==> src/rtl/bcd4_to_bin_seq_pkg.sv <==
// Shared definitions for the sequential 4-digit BCD -> binary converter:
// FSM encoding, BCD field geometry and a digit-validity helper.
package bcd4_to_bin_seq_pkg;

  localparam int BCD_DIGITS = 4;
  localparam int BCD_W      = 4 * BCD_DIGITS;

  typedef enum logic [1:0] {
    IDLE  = 2'd0,
    SHIFT = 2'd1,
    DONE  = 2'd2
  } state_e;

  // True when every nibble of the packed BCD word is a decimal digit (0..9).
  function automatic logic digits_valid(input logic [BCD_W-1:0] bcd);
    logic ok;
    ok = 1'b1;
    for (int i = 0; i < BCD_DIGITS; i++) begin
      if (bcd[4*i +: 4] > 4'd9) ok = 1'b0;
    end
    return ok;
  endfunction

endpackage

==> src/rtl/bcd4_to_bin_seq_nibble.sv <==
// Reverse double-dabble correction for one BCD nibble after a right shift:
// a nibble that reads >= 8 received a carried-in 10 (shows as 8) and drops 3.
module bcd_nibble_sub3 (
  input  logic [3:0] nib_i,
  output logic [3:0] nib_o
);

  assign nib_o = (nib_i >= 4'd8) ? (nib_i - 4'd3) : nib_i;

endmodule

==> src/rtl/bcd4_to_bin_seq.sv <==
// Sequential 4-digit BCD -> binary converter: one shift-and-correct step per
// clock with a Start/Busy/Done handshake and an invalid-digit fast path.
module bcd4_to_bin_seq
  import bcd4_to_bin_seq_pkg::*;
#(
  parameter int OUTPUT_BIT_WIDTH = 14
) (
  input  logic                        Clk,
  input  logic                        Reset,
  input  logic                        Start,
  input  logic [3:0]                  Digit3,
  input  logic [3:0]                  Digit2,
  input  logic [3:0]                  Digit1,
  input  logic [3:0]                  Digit0,
  output logic                        Busy,
  output logic                        Done,
  output logic                        Error,
  output logic [OUTPUT_BIT_WIDTH-1:0] Output
);

  localparam int W     = OUTPUT_BIT_WIDTH;
  localparam int CNT_W = $clog2(W);
  localparam int SR_W  = BCD_W + W;
  localparam logic [CNT_W-1:0] CNT_LAST = CNT_W'(W - 1);

  state_e            state_q, state_d;
  logic [SR_W-1:0]   sr_q, sr_d;
  logic [CNT_W-1:0]  cnt_q, cnt_d;
  logic              busy_q, busy_d;
  logic              done_q, done_d;
  logic              error_q, error_d;
  logic [W-1:0]      out_q, out_d;

  logic [BCD_W-1:0]  bcd_in;
  logic [SR_W-1:0]   sr_shr;
  logic [SR_W-1:0]   sr_step;

  assign bcd_in = {Digit3, Digit2, Digit1, Digit0};

  // One datapath step: shift the whole {BCD,BIN} word right, then correct
  // each BCD nibble; the binary field just receives the shifted-out bits.
  assign sr_shr = sr_q >> 1;
  assign sr_step[W-1:0] = sr_shr[W-1:0];

  for (genvar g = 0; g < BCD_DIGITS; g++) begin : g_nib
    bcd_nibble_sub3 u_nib (
      .nib_i (sr_shr [W + 4*g +: 4]),
      .nib_o (sr_step[W + 4*g +: 4])
    );
  end

  always_comb begin
    state_d = state_q;
    sr_d    = sr_q;
    cnt_d   = cnt_q;
    busy_d  = busy_q;
    done_d  = 1'b0;
    error_d = error_q;
    out_d   = out_q;
    case (state_q)
      IDLE: begin
        if (Start) begin
          if (digits_valid(bcd_in)) begin
            sr_d    = {bcd_in, {W{1'b0}}};
            cnt_d   = '0;
            error_d = 1'b0;
            busy_d  = 1'b1;
            state_d = SHIFT;
          end else begin
            // Clearing SR makes the DONE-edge output capture yield 0.
            sr_d    = '0;
            error_d = 1'b1;
            out_d   = '0;
            state_d = DONE;
          end
        end
      end
      SHIFT: begin
        sr_d  = sr_step;
        cnt_d = cnt_q + CNT_W'(1);
        if (cnt_q == CNT_LAST) state_d = DONE;
      end
      DONE: begin
        done_d  = 1'b1;
        busy_d  = 1'b0;
        out_d   = sr_q[W-1:0];
        state_d = IDLE;
      end
      default: state_d = IDLE;
    endcase
  end

  always_ff @(posedge Clk) begin
    if (Reset) begin
      state_q <= IDLE;
      sr_q    <= '0;
      cnt_q   <= '0;
      busy_q  <= 1'b0;
      done_q  <= 1'b0;
      error_q <= 1'b0;
      out_q   <= '0;
    end else begin
      state_q <= state_d;
      sr_q    <= sr_d;
      cnt_q   <= cnt_d;
      busy_q  <= busy_d;
      done_q  <= done_d;
      error_q <= error_d;
      out_q   <= out_d;
    end
  end

  assign Busy   = busy_q;
  assign Done   = done_q;
  assign Error  = error_q;
  assign Output = out_q;

endmodule

==> config.mk <==
export PLATFORM = sky130hd
export DESIGN_NAME = bcd4_to_bin_seq
export DESIGN_NICKNAME = d
export VERILOG_FILES = /design/src/rtl/bcd4_to_bin_seq_pkg.sv /design/src/rtl/bcd4_to_bin_seq_nibble.sv /design/src/rtl/bcd4_to_bin_seq.sv
export SDC_FILE = /design/constraint.sdc
export NUM_CORES = 1
export LEC_CHECK = 0
export CAP_MARGIN = 20
export CORE_UTILIZATION = 34
export CTS_BUF_LIST = sky130_fd_sc_hd__clkbuf_4
export CTS_CLUSTER_SIZE = 24
export DETAILED_ROUTE_END_ITERATION = 16
export GPL_TIMING_DRIVEN = 0
export PLACE_DENSITY_LB_ADDON = 0.2
export SKIP_CTS_REPAIR_TIMING = 1
export SYNTH_ARGS = -nofsm -noshare
export SYNTH_HDL_FRONTEND = slang
export SYNTH_HIERARCHICAL = 1
export SYNTH_SLANG_ARGS = --single-unit
==> constraint.sdc <==
create_clock -name Clk -period 1.2 [get_ports Clk]
set_input_delay 0.12 -clock Clk [delete_from_list [all_inputs] [get_ports Clk]]
set_output_delay 0.12 -clock Clk [all_outputs]
set_load 0.01 [all_outputs]
; Word level (Yosys, flattened, before mapping)
; Index checks and enable logic that the tools add are counted.
[totals]
reg_bits = 53
input_bits = 19
[classes]
n_addsub = 5
order_cmp = 8
eq_ne = 7
mux = 28
reduce_logical = 9
[ops]
columns = operator, n
row1 = 30-bit two-way mux, 2
row2 = 30-bit one-hot mux with 2 select lines, 1
row3 = 14-bit two-way mux, 2
row4 = 14-bit one-hot mux with 2 select lines, 1
row5 = 4-bit two-way mux, 6
row6 = 4-bit greater-than comparator (second input constant), 4
row7 = 4-bit >= comparator (second input constant), 3
row8 = 4-bit by 2-bit subtractor with 4-bit output (second input constant), 3
row9 = 1-bit two-way mux, 10
row10 = 3-bit AND reduction, 3
row11 = 2-bit != test (second input constant), 4
row12 = 4-bit one-hot mux with 2 select lines, 1
row13 = 2-bit two-way mux, 3
row14 = 2-bit AND reduction, 3
row15 = 4-bit by 1-bit adder with 4-bit output (second input constant), 1
row16 = 4-bit equality test (second input constant), 1
row17 = 3-bit by 4-bit >= comparator with 1-bit output (second input constant), 1
row18 = 2-bit one-hot mux with 2 select lines, 1
row19 = 2-bit nonzero test, 2
row20 = 3-bit by 2-bit subtractor with 4-bit output (second input constant), 1
row21 = 2-bit by 1-bit equality test with 1-bit output (second input constant), 1
row22 = 2-bit equality test (second input constant), 1
row23 = 2-bit zero test, 1
row24 = 1-bit one-hot mux with 2 select lines, 1

; Logic depth before layout (Yosys ltp)
[depth]
ltp_word = 10
depth_mapped = 6
mapped_depth_nobuf = 6

; Modules after synthesis
; Netlist, hierarchy kept.
[by_module_without_submodules]
columns = mod, n_inst, cells_each, area_each_um2, seq_area_each_um2
row1 = bcd4_to_bin_seq, 1, 206, 2018.2, 1061.0
row2 = bcd_nibble_sub3, 4, 11, 76.3, 0.0

; Least setup slack after synthesis
; Ideal clock, no wire load.
[synth_path]
path_type = register to register
startpoint = register state_q[1]
endpoint = register cnt_q[2]
setup_time_ns = 0.070
t_arrival_ns = 1.195
required_ns = 1.130
slack_ns = -0.065
path_stages_with_launch = 5
n_path_buf = 0
period_less_slack_ns = 1.265
cell_sequence = dfxtp_1 -> o21bai_2 -> or2_0 -> or3_1 -> a21oi_1
[synth_via]
elab_chain_cells = 3
[synth_rtl]
columns = item, line
row1 = "start, declared", bcd4_to_bin_seq.sv:26  ; state_e state_q, state_d;
row2 = "start signal, assigned", bcd4_to_bin_seq.sv:103  ; state_q <= state_d;
row3 = 2-bit zero test / 2-bit by 1-bit equality test with 1-bit output (equally long branches), bcd4_to_bin_seq.sv:60  ; case (state_q)
row4 = 2-bit != test (no source line) / 2-bit nonzero test (equally long branches), -
row5 = 3-bit AND reduction (no source line), -
row6 = "end signal, assigned", bcd4_to_bin_seq.sv:105  ; cnt_q <= cnt_d;
row7 = "end, declared", bcd4_to_bin_seq.sv:28  ; logic [CNT_W-1:0] cnt_q, cnt_d;
; Several ways; a longest one is shown, not always the timed one.
; A chain may end at the register's enable or synchronous reset.

; Final worst setup path
[layout_path]
startpoint = register state_q[0]
endpoint = register sr_q[29]
[layout_via]
elab_chain_cells = 3
[layout_rtl]
columns = item, line
row1 = 2-bit by 1-bit equality test with 1-bit output / 2-bit zero test (equally long branches), bcd4_to_bin_seq.sv:60
row2 = 2-bit nonzero test (no source line) / 2-bit != test (equally long branches), -
row3 = 2-bit AND reduction (no source line), -
row4 = "end signal, assigned", bcd4_to_bin_seq.sv:104  ; sr_q <= sr_d;
row5 = "end, declared", bcd4_to_bin_seq.sv:27  ; logic [SR_W-1:0] sr_q, sr_d;
; Several ways; a longest one is shown, not always the timed one.

==> results.md <==
- Outcome: complete, but fails checks
- Failing checks: negative setup slack
- Share of cells above drive strength 1: 34.4%
- FF+latch count, synth: 53
- Most common cell in the netlist: dfxtp_1
- Hold crit path type: in -> reg
- MaxCap Viol Count: 0
- Ys flop type: dfxtp_1
- Crit. Startpoint: state_q[0]
- Tcrit/Tclk final: 112%
- WS Path Type: reg -> reg
- Routability cong.: 0.766
- Die Height: 84.7 µm
- CP arrival: 1.65 ns
- Simple-Gate Fraction of Synth Area: 13.0%
- Min Hold Slack: 0.0469 ns
- Global-route wire length before repair: 8610 µm
- Setup violators final: 41
- RSZ-0062 raised after global routing: true
- Post-route DRC: 0
- Setup_tns: -3.59 ns
- H-tree levels: 2
- Area grow syn2layout: 51.6%
- Reg area: 1090 µm²
- EDFF count, synth: 0
- Final WL: 5920 µm
- Crit. End Element: flip-flop
- Final hold vios: 0
- Crit path to: sr_q[29]
- Clk root buf: clkbuf_4
- Initial core utilization: 36.0%
- DPL Wire Length: 3630 µm
- Worst R2R Setup Slack: -0.14 ns
- Core footprint: 6460 µm²
- Synth area leaders: dfxtp_1, a22oi_1, ha_1
- XOR/XNOR Fraction of Synth Area: 3.02%
- Post-synth top cells: dfxtp_1, a22oi_1, a21oi_1
- Final WS setup: -0.141 ns
- Initial antenna violation count: 0
- Fin crit period: 1.34 ns
- Share of the synthesized area in the top cell type: 45.7%
- Num ports: 36
- Antenna Nets Post-Route: 0
- Clk_skew: 0.0123 ns
- Clock transition at path regs: 0.15 ns
- Routed vias/inst: 5.32
- Die X: 84.7 µm
- Post-synthesis compound-gate area fraction: 27.7%
- Post-synthesis sequential area ratio: 45.7%
- Antenna cells: 0
- Die Footprint: 7170 µm²
- Vias in the first global route: 1803
- Main combinational cell family by area after synthesis: compound AO/OA/AOI/OAI gates
- Proportion of synthesized area in mux cells: 0%
- Avg Cell Area, Syn: 9.29 µm²
- Routed wire per std cell: 15.0 µm
- Crit Path Max Fanout: 5
- Worst-Skew Late Latency: 0.38 ns
- Drt first pass iters: 6
- Footprint of the multi-input gates: 1410 µm²
- Synth Warn #: 6
- Port bufs: 35
- Syn Std Cell Area: 2320 µm²
- Final total power: 3.26 mW
- R2r startpoint: state_q[0]
- Power Density: 924 nW/µm²
- Req. time, crit path: 1.51 ns
- Rows: 29
- Hold_sp: Digit3[2]
- Max Slew Vio Count: 0
- Leakage power: 1.60 nW
- Synth Area in Adders: 5.39%
- Largest net degree at the start of global routing: 18
- CTS tree: built
- Placement Setup Slack: -0.619 ns
- Worst setup SP type: flip-flop
- Post-synthesis cell type count: 35
- Routed via count: 2095
- Fillers: 601
- Clk buf depth: 2
- Cell taking the most area after synthesis: dfxtp_1
- Path depth of the worst reg2reg path: 5
- Gr ovfl total: 0
- Worst vdd ir: 539 µV
- Post-Synthesis Cells: 250
- CTS buffer count: 5
- R2r endpoint: sr_q[29]
- All-Layer GR Usage: 15.1%
- CTS Sinks: 53
- Max Freq: 0.746 GHz
- Ys async rst share: 0%
- Iter 0 DRT Violations: 105
- Nets: 345
==> flip-flops by register name, indices dropped and copies added (netlist names) <==
register / cells
sr_q: 30
Done: 1
Error: 1
Busy: 1
state_q: 2
Output: 14
cnt_q: 4
==> metal layers <==
layer / share of wire (%) / wire length, µm / track usage [%]
met2: 47 / 2770 / 23.9
met4: 2.1 / 123 / 5.24
met3: 3.2 / 188 / 2.85
met1: 48 / 2840 / 20.8
met5: 0 / 0 / 0
==> area by class of cell <==
| type | instances | share of cell area (%) |
|---|---|---|
| Timing Repair Buffer | 55 | 18.8 |
| Sequential cell | 53 | 31.1 |
| Tap cell | 77 | 2.73 |
| Clock inverter | 3 | 0.604 |
| Clock buffer | 5 | 1.07 |
| Inverter | 12 | 1.38 |
| Buffer | 16 | 4.40 |
| Multi-Input combinational cell | 173 | 39.9 |
==> worst max-delay path: stages, from the launching register on <==
cell and delay (ns):
dfxtp_4 0.41, or2_4 0.28, nor2_4 0.19, buf_6 0.16, nand3_2 0.08, a21oi_1 0.16
==> how the worst min path moves through the flow <==
stage,endpoint,slack [ns],cells past startpoint
after global routing,sr_q[28],0.03,3
after global placement,Output[4],0.46,1
final,sr_q[28],0.05,3
after floorplan,sr_q[14],0.27,2
after detailed placement,Output[11],0.46,1
after CTS,sr_q[26],0.29,3
==> power breakdown <==
part,switching (mW),internal [mW],total (mW)
combinational,0.319,0.298,0.617
sequential,0.0315,1.78,1.81
clock,0.593,0.234,0.827
total,0.944,2.31,3.26
==> logic make-up (layout without fill, tap and decap cells) <==
group                      after synthesis  after routing
and+or+nand+nor                         60             60
AOI/OAI and AO/OA                       90             90
xor gates and xnor gates                 8              8
buffers and inverters                   28             91
other                                    1              5
adders and majority gates               10             10
DFF                                     53             53
==> placed cells by master (no fill, tap or decap), types with 2 or more instances in the layout <==
master / n
nand3_1: 9
xor2_1: 4
a21o_1: 2
inv_1: 11
nand2b_1: 4
dlymetal6s2s_1: 26
clkinvlp_4: 2
ha_1: 10
nor2_4: 2
a211oi_2: 2
xnor2_1: 4
buf_8: 4
o21ai_2: 2
buf_12: 4
clkbuf_2: 4
nand2_1: 4
a22o_1: 14
or3_1: 2
conb_1: 5
clkbuf_4: 6
a21oi_2: 6
a22oi_1: 20
nand3_2: 9
clkdlybuf4s50_1: 9
nor2b_1: 4
buf_4: 10
nor2_1: 17
o21ai_0: 6
a21oi_1: 17
o21ai_4: 2
dfxtp_1: 36
buf_6: 12
a22oi_2: 11
dfxtp_2: 12
dfxtp_4: 5
==> per-stage QoR <==
stage               area (µm²)  util, %  cells
floorplan                 2360        -    254
global placement          2810     43.5    366
detailed placement        2810     43.5    366
CTS                       2870     44.4    374
global route              3520     54.6    394
finish                    3520     54.6    394
Power figures use the tool's default switching activity.
